`config.mk`:
```
export PLATFORM = sky130hd
export DESIGN_NAME = mem_arbiter
export DESIGN_NICKNAME = d
export VERILOG_FILES = /design/src/rtl/mem_arb_pkg.sv /design/src/rtl/mem_arb_picker.sv /design/src/rtl/mem_arbiter.sv
export SDC_FILE = /design/constraint.sdc
export NUM_CORES = 1
export LEC_CHECK = 0
export CORE_AREA = 2 2 295 297
export CTS_CLUSTER_SIZE = 25
export DETAILED_ROUTE_END_ITERATION = 12
export DIE_AREA = 0 0 297 299
export PLACE_DENSITY_LB_ADDON = 0.25
export SYNTH_ARGS = -nofsm -noshare
export SYNTH_HDL_FRONTEND = slang
export SYNTH_SLANG_ARGS = --single-unit
export TNS_END_PERCENT = 10
```
`constraint.sdc`:
```
create_clock -name clk -period 1.9 [get_ports clk]
set_clock_uncertainty 0.1 [all_clocks]
set_input_delay 0.57 -clock clk [delete_from_list [all_inputs] [get_ports clk]]
set_output_delay 0.57 -clock clk [all_outputs]
set_load 0.02 [all_outputs]
```
`src/rtl/mem_arb_pkg.sv`:
```
// Shared types and defaults for the icache/dcache main-memory arbiter.
package mem_arb_pkg;

    localparam int DEFAULT_LINE_BITS    = 128;
    localparam int DEFAULT_STARVE_LIMIT = 4;

    typedef enum logic [1:0] {
        IDLE,
        GRANT_I,
        GRANT_D,
        RESP
    } arb_state_t;

    typedef enum logic {
        OP_READ,
        OP_WRITE
    } mem_op_t;

    // A writeback wins if the dcache ever raises read and write together.
    function automatic mem_op_t dc_op_of(input logic req_write);
        return req_write ? OP_WRITE : OP_READ;
    endfunction

endpackage

```
`src/rtl/mem_arb_picker.sv`:
```
// Grant decision for an idle arbiter plus the dcache streak counter that
// forces an icache grant once instruction fetch has waited long enough.
module mem_arb_picker
    import mem_arb_pkg::*;
#(
    parameter int STARVE_LIMIT = DEFAULT_STARVE_LIMIT
) (
    input  logic clk,
    input  logic reset,
    input  logic arb_en,
    input  logic flush,
    input  logic ic_req,
    input  logic ic_done,
    input  logic dc_req,
    input  logic dc_done,
    output logic grant_i,
    output logic grant_d
);

    localparam int STREAK_W = $clog2(STARVE_LIMIT + 1);
    localparam logic [STREAK_W-1:0] STREAK_MAX = STREAK_W'(STARVE_LIMIT);

    logic [STREAK_W-1:0] streak;
    logic ic_pend;
    logic dc_pend;
    logic starved;

    // A requester whose done is showing this cycle is already served.
    always_comb begin
        ic_pend = ic_req && !ic_done && !flush;
        dc_pend = dc_req && !dc_done;
        starved = (streak == STREAK_MAX);
        grant_i = 1'b0;
        grant_d = 1'b0;
        if (arb_en) begin
            if (dc_pend && ic_pend && starved) begin
                grant_i = 1'b1;
            end else if (dc_pend) begin
                grant_d = 1'b1;
            end else if (ic_pend) begin
                grant_i = 1'b1;
            end
        end
    end

    always_ff @(posedge clk) begin
        if (reset) begin
            streak <= '0;
        end else if (!ic_req || grant_i) begin
            streak <= '0;
        end else if (grant_d && streak != STREAK_MAX) begin
            streak <= streak + STREAK_W'(1);
        end
    end

endmodule

```
`src/rtl/mem_arbiter.sv`:
```
// Shares the single main-memory port between icache and dcache: one command
// at a time, held until mem_ready, then a one-cycle done pulse to the owner.
module mem_arbiter
    import mem_arb_pkg::*;
#(
    parameter int LINE_BITS    = DEFAULT_LINE_BITS,
    parameter int STARVE_LIMIT = DEFAULT_STARVE_LIMIT
) (
    input  logic                 clk,
    input  logic                 reset,
    input  logic                 flush,
    input  logic                 ic_req,
    input  logic [31:0]          ic_addr,
    output logic [LINE_BITS-1:0] ic_rdata,
    output logic                 ic_done,
    input  logic                 dc_req_read,
    input  logic                 dc_req_write,
    input  logic [31:0]          dc_addr,
    input  logic [LINE_BITS-1:0] dc_wdata,
    output logic [LINE_BITS-1:0] dc_rdata,
    output logic                 dc_done,
    output logic                 mem_read,
    output logic                 mem_write,
    output logic [31:0]          address,
    output logic [LINE_BITS-1:0] writedata,
    input  logic [LINE_BITS-1:0] mem_readdata,
    input  logic                 mem_ready,
    output logic                 requested_data_to_mem
);

    arb_state_t state;
    mem_op_t    op;
    logic       ic_cancel;
    logic       grant_i;
    logic       grant_d;

    mem_arb_picker #(
        .STARVE_LIMIT(STARVE_LIMIT)
    ) u_picker (
        .clk     (clk),
        .reset   (reset),
        .arb_en  (state == IDLE),
        .flush   (flush),
        .ic_req  (ic_req),
        .ic_done (ic_done),
        .dc_req  (dc_req_read || dc_req_write),
        .dc_done (dc_done),
        .grant_i (grant_i),
        .grant_d (grant_d)
    );

    assign requested_data_to_mem = (state != IDLE);

    // ic_cancel remembers a flush seen at any point of an icache fetch so the
    // memory side still completes while the stale line is never reported.
    always_ff @(posedge clk) begin
        if (reset) begin
            state     <= IDLE;
            op        <= OP_READ;
            ic_cancel <= 1'b0;
            ic_rdata  <= '0;
            ic_done   <= 1'b0;
            dc_rdata  <= '0;
            dc_done   <= 1'b0;
            mem_read  <= 1'b0;
            mem_write <= 1'b0;
            address   <= '0;
            writedata <= '0;
        end else begin
            ic_done <= 1'b0;
            dc_done <= 1'b0;
            case (state)
                IDLE: begin
                    if (grant_d) begin
                        state     <= GRANT_D;
                        op        <= dc_op_of(dc_req_write);
                        address   <= dc_addr;
                        writedata <= dc_wdata;
                        mem_read  <= !dc_req_write;
                        mem_write <= dc_req_write;
                    end else if (grant_i) begin
                        state     <= GRANT_I;
                        op        <= OP_READ;
                        address   <= ic_addr;
                        writedata <= '0;
                        mem_read  <= 1'b1;
                        mem_write <= 1'b0;
                        ic_cancel <= 1'b0;
                    end
                end
                GRANT_I: begin
                    if (flush) begin
                        ic_cancel <= 1'b1;
                    end
                    if (mem_ready) begin
                        state    <= RESP;
                        mem_read <= 1'b0;
                        ic_rdata <= mem_readdata;
                        ic_done  <= !(ic_cancel || flush);
                    end
                end
                GRANT_D: begin
                    if (mem_ready) begin
                        state     <= RESP;
                        mem_read  <= 1'b0;
                        mem_write <= 1'b0;
                        dc_done   <= 1'b1;
                        if (op == OP_READ) begin
                            dc_rdata <= mem_readdata;
                        end
                    end
                end
                RESP: begin
                    state <= IDLE;
                end
                default: begin
                    state <= IDLE;
                end
            endcase
        end
    end

endmodule

```
==> metrics, run 1 <==
status=finished with violations; failing checks=negative setup slack; Die Ht=299 um; Synth-to-Final Area Change=69.7%; Inserted Clock Buffers=53; Tcrit/Tclk final=1.09; Worst-path clk slew=0.06 ns; TritonCTS clock tree=yes; grt total ovfl=0; Ports=748; post-synthesis cell type count=45; main flop type after synthesis=dfxtp_1; Crit Path Category=reg2out; final hold violation count=0; crit end category=primary output; CP arrival=1.40 ns; detailed placement HPWL=50400 um; largest net degree at the start of global routing=75; Final nets=2953; WL/cell=19.3 um; M3 GR Usage=0.0393; slowest cell delay on critical path=0.33 ns; Net Count, Synth=2116; commonest non-fill, non-tap cell in the layout=nand2_1; fmax=483 MHz; Hold Crit Class=in2reg; unrepaired setup endpoints after global routing=yes; TritonCTS Sinks=427; Synth warnings=0; Tot Pwr=36.3 mW; max-slew headroom at the worst pin=0.745; Vias=15695; worst-path maximum fanout=2; Die Wd=297 um; GR Layer Usage met2=0.251; max cap viols=0; cells along the critical path=inv_2, ha_4, buf_6, inv_4, buf_6; fillers=9283; vias in the first global route=15263; Max Slew Vio Count=0; quantity of I/O buffers inserted on ports=747; DRT Pass-1 Iters=5; die area=0.0888 mm^2; sequential share of the synthesized area=0.552; DR vias/cell=4.11; setup TNS=-9.74 ns; Post-synth ARST share=0; maximum VDD drop=663 uV; Seq. cell area=0.00856 mm^2; DR iter-0 viols=774; Cell Rows=108; post-layout min period=2.07 ns; footprint of the multi-input gates=0.00650 mm^2; Mapped Cells=1783; gr usage total=0.147; gpl congestion=0.824; Critical-path top delay cell=dfxtp_2; antenna violations before repair=6; Synth area leader=dfxtp_1; M1 GR Usage=0.177; first-pass GRT wire length=101000 um; Worst Max-Slew Pin Slew=0.381 ns; commonest cells after routing, fill and taps aside=nand2_1, dfxtp_1, clkdlybuf4s50_1; Synth Cell Area=0.0155 mm^2; most used routing layer=met2; Critical Path Most Common Cell=buf_6; effective utilization at floorplan=0.180; hold_buf cts=0; PnR worst setup slack=-0.171 ns; Mapped Avg Cell Area=8.69 um^2; top cells by area, synth=dfxtp_1, nand2_1, a21oi_1; routed wire length=73500 um; CTS max path bufs=3; Lkg Pwr=10.7 nW; top cell type's share of synthesized area=0.552; CP Launch Type=register; Seq cells post-synth=427; DRC viols=0; share of cells above drive strength 1=0.321; Worst EP required=1.23 ns; clock insertion delay at the later pin of the skew report=0.60 ns; core area=0.0859 mm^2; Pwr Density=1380 mW/mm^2; Setup violations, final=154; antenna-violating nets left=0; number of flops mapped to enable cells by yosys=0; CP bufs+invs=4; final core utilization=0.306; Top delay family on crit path=flip-flops; CTS Root Cell=clkbuf_16; number of H-tree levels=2
per-layer routing:
layer | wire length, um | up-vias | share of wire
met3 | 4530 | 114 | 0.062
met2 | 36300 | 486 | 0.49
met1 | 30700 | 7434 | 0.42
li1 | - | 7659 | -
met4 | 2030 | 2 | 0.028
met5 | 15 | - | 0.00020
repair_timing:
item / CTS / global route
gates cloned: 0 / 29
pin swaps: 1 / 46
resized for setup: 1136 / 540
setup endpoints to repair: 530 / 617
buffers inserted: 5 / 23
power breakdown:
group / leakage (nW) / total [mW] / switching, mW / internal [mW]
registers: 3.48 / 11.5 / 0.957 / 10.6
logic: 6.36 / 14.7 / 8.29 / 6.39
clock network: 0.833 / 10.1 / 4.23 / 5.84
total: 10.7 / 36.3 / 13.5 / 22.8
worst paths after layout:
| path | from | end | slack, ns | cells after the start |
|---|---|---|---|---|
| max | state[1]$_SDFFE_PP0P_ | requested_data_to_mem | -0.17 | 5 |
| min | reset | writedata[4]$_SDFFE_PP0P_ | 0.23 | 2 |
| min reg2reg | ic_cancel$_SDFFE_PP0P_ | ic_done$_SDFF_PP0_ | 0.33 | 1 |
| max reg2reg | state[1]$_SDFFE_PP0P_ | address[9]$_SDFFE_PP0P_ | -0.14 | 10 |
worst register-to-register path, stage by stage (launching register included):
cell       delay (ns)
dfxtp_2          0.33
inv_2            0.05
ha_4             0.15
buf_4            0.12
and2b_2          0.22
a22oi_4          0.24
buf_12           0.16
buf_6            0.11
clkbuf_16        0.17
nor3_1           0.06
nor4_1           0.24
cell type report:
| type | count | share of cell area |
|---|---|---|
| Sequential cell | 427 | 0.325 |
| Timing Repair Buffer | 929 | 0.305 |
| Multi-Input combinational cell | 1201 | 0.247 |
| Clock buffer | 79 | 0.0579 |
| Tap cell | 1155 | 0.0550 |
| Clock inverter | 16 | 0.00747 |
| Inverter | 8 | 0.00124 |
| Antenna cell | 5 | 0.000476 |
synthesized netlist by cell type, types with 2 or more instances:
cell type / n
nand2_1: 517
dfxtp_1: 427
a21oi_1: 259
nor2_1: 199
clkbuf_1: 104
a22oi_2: 100
nor4_1: 29
a22oi_1: 28
nor3_1: 28
buf_6: 25
buf_2: 10
inv_1: 8
ha_1: 6
a222oi_1: 4
buf_1: 4
buf_4: 4
nand2b_1: 2
o211a_1: 2
sequential cells by signal, summed over array words and instances (netlist names):
signal / count
state: 2
op: 1
writedata: 128
u_picker.streak: 3
mem_read: 1
address: 32
mem_write: 1
dc_done: 1
ic_done: 1
ic_cancel: 1
ic_rdata: 128
dc_rdata: 128
cells by family after synthesis:
| kind of cell | count (synthesis) | synth area share |
|---|---|---|
| simple gates | 786 | 0.201 |
| compound gates | 406 | 0.190 |
| mux | 1 | 0.000646 |
| xor+xnor | 2 | 0.00113 |
| fa+ha+maj | 6 | 0.00484 |
| buf+inv | 155 | 0.0514 |
| flops | 427 | 0.552 |
per-stage QoR:
step | setup slack [ns] | hold slack (ns) | cells | cell area, um^2
global placement | -0.647 | 0.324 | 3665 | 25200
CTS | -0.219 | 0.189 | 3765 | 25800
finish | -0.171 | 0.229 | 3820 | 26300
detailed placement | -0.654 | 0.319 | 3665 | 25200
floorplan | -0.0671 | 0.299 | 1783 | 15500
global route | -0.251 | 0.211 | 3820 | 26300
Note: power is estimated with default switching activity, not from simulation.
==> run 2, diff against run 1 <==
Settings changed: CORE_AREA 2 2 295 297 to 10 10 287 289, SETUP_SLACK_MARGIN set to 0.5.
==> run 2 against run 1 <==
  * Critical path type unchanged
  * Die area unchanged
  * Flip-flop and latch count unchanged
  * The run still ends with negative setup slack left
  * Sequential power barely moved
  * Power rose by 5.5%
  * Global-route usage increased by 0.91 points
  * Via count rose by 3.5%
  * Clock-buffer cell count shrank 1
  * Critical path depth did not move
  * Fmax shrank 0.98%
  * Core utilization increased by 7.1 points
  * First-iteration DRC count grew 4.7%
==> metrics, run 2 (synthesis gave the netlist of run 1 again) <==
status=finished with violations (unchanged); failing checks=negative setup slack (unchanged); core area=0.0767 mm^2 (was 0.0859 mm^2); Synth-to-Final Area Change=86.8% (was 69.7%); Worst EP required=1.23 ns (about the same); unrepaired setup endpoints after global routing=yes (unchanged); M3 GR Usage=0.0513 (was 0.0393); internal reg-to-reg setup slack=-0.15 ns (was -0.14 ns); clock insertion delay at the later pin of the skew report=0.60 ns (about the same); gr usage total=0.156 (was 0.147); CTS max path bufs=3 (unchanged); dpl cells=3528 (was 3665); Seq pwr share=0.307 (was 0.318); largest net degree at the start of global routing=89 (was 75); Worst-path clk slew=0.06 ns (about the same); Max Slew Vio Count=0 (unchanged); Inserted Clock Buffers=51 (was 53); effective utilization at floorplan=0.202 (was 0.180); CP Launch Type=register (unchanged); final hold violation count=0 (unchanged); die area=0.0888 mm^2 (unchanged); Combinational Power Share=0.433 (was 0.405); Top Registers=dc_rdata x128, ic_rdata x128, writedata x128 (unchanged); CTS Root Cell=clkbuf_16 (unchanged); WL/cell=21.9 um (was 19.3 um); vias in the first global route=15776 (was 15263); Seq. cell area=0.00874 mm^2 (was 0.00856 mm^2); post-route cell area=0.0289 mm^2 (was 0.0263 mm^2); sw power=13.9 mW (was 13.5 mW); M1 GR Usage=0.167 (was 0.177); most used routing layer=met2 (unchanged); r2r startpoint=state[0]$_SDFFE_PP0P_ (was state[1]$_SDFFE_PP0P_); Setup violations, final=387 (was 154); Critical Path Sink=requested_data_to_mem (unchanged); antenna-violating nets left=0 (unchanged); fmax=478 MHz (was 483 MHz); Critical Path Source=state[0]$_SDFFE_PP0P_ (was state[1]$_SDFFE_PP0P_); commonest cells after routing, fill and taps aside=nand2_1, clkdlybuf4s50_1, dfxtp_1 (was nand2_1, dfxtp_1, clkdlybuf4s50_1); Hold Crit Class=in2reg (unchanged); DRT Pass-1 Iters=5 (unchanged); P_int=24.4 mW (was 22.8 mW); CP arrival=1.42 ns (was 1.40 ns); placed cell area=0.0247 mm^2 (was 0.0252 mm^2); Worst Max-Slew Pin Slew=0.573 ns (was 0.381 ns); antenna violations before repair=7 (was 6); Die Ht=299 um (unchanged); Worst Reg-to-Reg Cells=9 (was 10); PnR worst setup slack=-0.192 ns (was -0.171 ns); final instance count without filler cells=3748 (was 3820); fillers=7769 (was 9283); Clk network pwr share=0.260 (was 0.278); commonest non-fill, non-tap cell in the layout=nand2_1 (unchanged); reg-to-reg endpoint=writedata[65]$_SDFFE_PP0P_ (was address[9]$_SDFFE_PP0P_); Vias=16240 (was 15695); Die Wd=297 um (unchanged); Lkg Pwr=12.1 nW (was 10.7 nW); worst-path maximum fanout=2 (unchanged); GR Layer Usage met2=0.286 (was 0.251); Tcrit/Tclk final=1.10 (was 1.09); TritonCTS Sinks=427 (unchanged); max cap viols=0 (unchanged); max-slew headroom at the worst pin=0.618 (was 0.745); post-layout min period=2.09 ns (was 2.07 ns); detailed placement HPWL=56000 um (was 50400 um); worst hold slack=0.139 ns (was 0.229 ns); Final nets=2996 (was 2953); number of H-tree levels=2 (unchanged); Crit Path Category=reg2out (unchanged); first-pass GRT wire length=107000 um (was 101000 um); DR vias/cell=4.33 (was 4.11); grt total ovfl=0 (unchanged); Cell Rows=102 (was 108); maximum VDD drop=648 uV (was 663 uV); Switching Share=0.363 (was 0.372); footprint of the multi-input gates=0.00681 mm^2 (was 0.00650 mm^2); TritonCTS clock tree=yes (unchanged); DR iter-0 viols=810 (was 774); quantity of I/O buffers inserted on ports=747 (unchanged); crit end category=primary output (unchanged); Pwr Density=1320 mW/mm^2 (was 1380 mW/mm^2); Ports=748 (unchanged); DRC viols=0 (unchanged); gpl congestion=0.825 (was 0.824); routed wire length=82100 um (was 73500 um); share of cells above drive strength 1=0.318 (was 0.321)
[run 2: cell types whose count changed in the layout (fill, tap and decap cells not counted), moves of 15 or more]
cell and change:
dfxtp_1 -134, buf_6 +159, dfxtp_2 +128, dlygate4sd2_1 +232
buf_2 -171, buf_4 +38, a21oi_2 +25, clkbuf_2 -219
nand2_1 -34, a21oi_1 -25, nand2_4 +23, buf_12 -15
[run 2: worst min-delay path by stage]
stage / startpoint / end / slack (ns) / cells past startpoint
floorplan: ic_cancel$_SDFFE_PP0P_ / ic_done$_SDFF_PP0_ / 0.30 / 1
global placement: ic_cancel$_SDFFE_PP0P_ / ic_done$_SDFF_PP0_ / 0.31 / 1
detailed placement: ic_cancel$_SDFFE_PP0P_ / ic_done$_SDFF_PP0_ / 0.32 / 1
CTS: reset / op$_SDFFE_PP0P_ / 0.09 / 2
global route: reset / op$_SDFFE_PP0P_ / 0.11 / 2
finish: reset / op$_SDFFE_PP0P_ / 0.14 / 2
[run 2: final cells by class]
type	count	area share
clock inverter	14	0.00623
timing repair buffer	972	0.357
clock buffer	78	0.0528
tap	1040	0.0450
sequential	427	0.302
inverter	8	0.00121
multi-input combinational	1203	0.235
antenna	6	0.000519
[run 2: power groups by stage]
stage | clock network (mW) | registers (mW) | logic [mW]
4_1_cts | 10.3 | 11.7 | 13.1
3_5_place_dp | 0 | 11.7 | 13.3
3_3_place_gp | 0 | 11.7 | 13.2
6_report | 9.96 | 11.8 | 16.6
2_1_floorplan | 0 | 13.5 | 5.18
5_1_grt | 10.7 | 11.9 | 17.5
[run 2: critical path, stage by stage, from the launching register on]
cell and delay (ns):
dfxtp_2 0.34, inv_2 0.06, ha_4 0.16, buf_6 0.12, inv_4 0.04, buf_6 0.12
[run 2: what timing repair did]
action                     in CTS  in global routing
setup buffers                  37                 44
gates resized for setup      1119                670
cloned                          0                 41
pin swaps                       2                 69
hold buffers                    0                  0
setup endpoints to repair     847                847
[run 2: routing by layer]
metal / vias up / part of all wire
met2: 559 / 0.51
li1: 7746 / -
met1: 7835 / 0.39
met3: 100 / 0.072
met4: 0 / 0.025
met5: - / 0
[run 2: per-stage QoR]
stage | setup TNS (ns) | total power [mW] | utilization | setup slack, ns
4_1_cts | -37.25 | 35.0 | 0.347 | -0.237
6_report | -17.17 | 38.3 | 0.377 | -0.192
2_1_floorplan | -8.17 | 18.7 | - | -0.0671
3_3_place_gp | -169.72 | 24.8 | 0.322 | -0.623
3_5_place_dp | -175.69 | 25.0 | 0.322 | -0.637
5_1_grt | -49.89 | 40.1 | 0.377 | -0.260
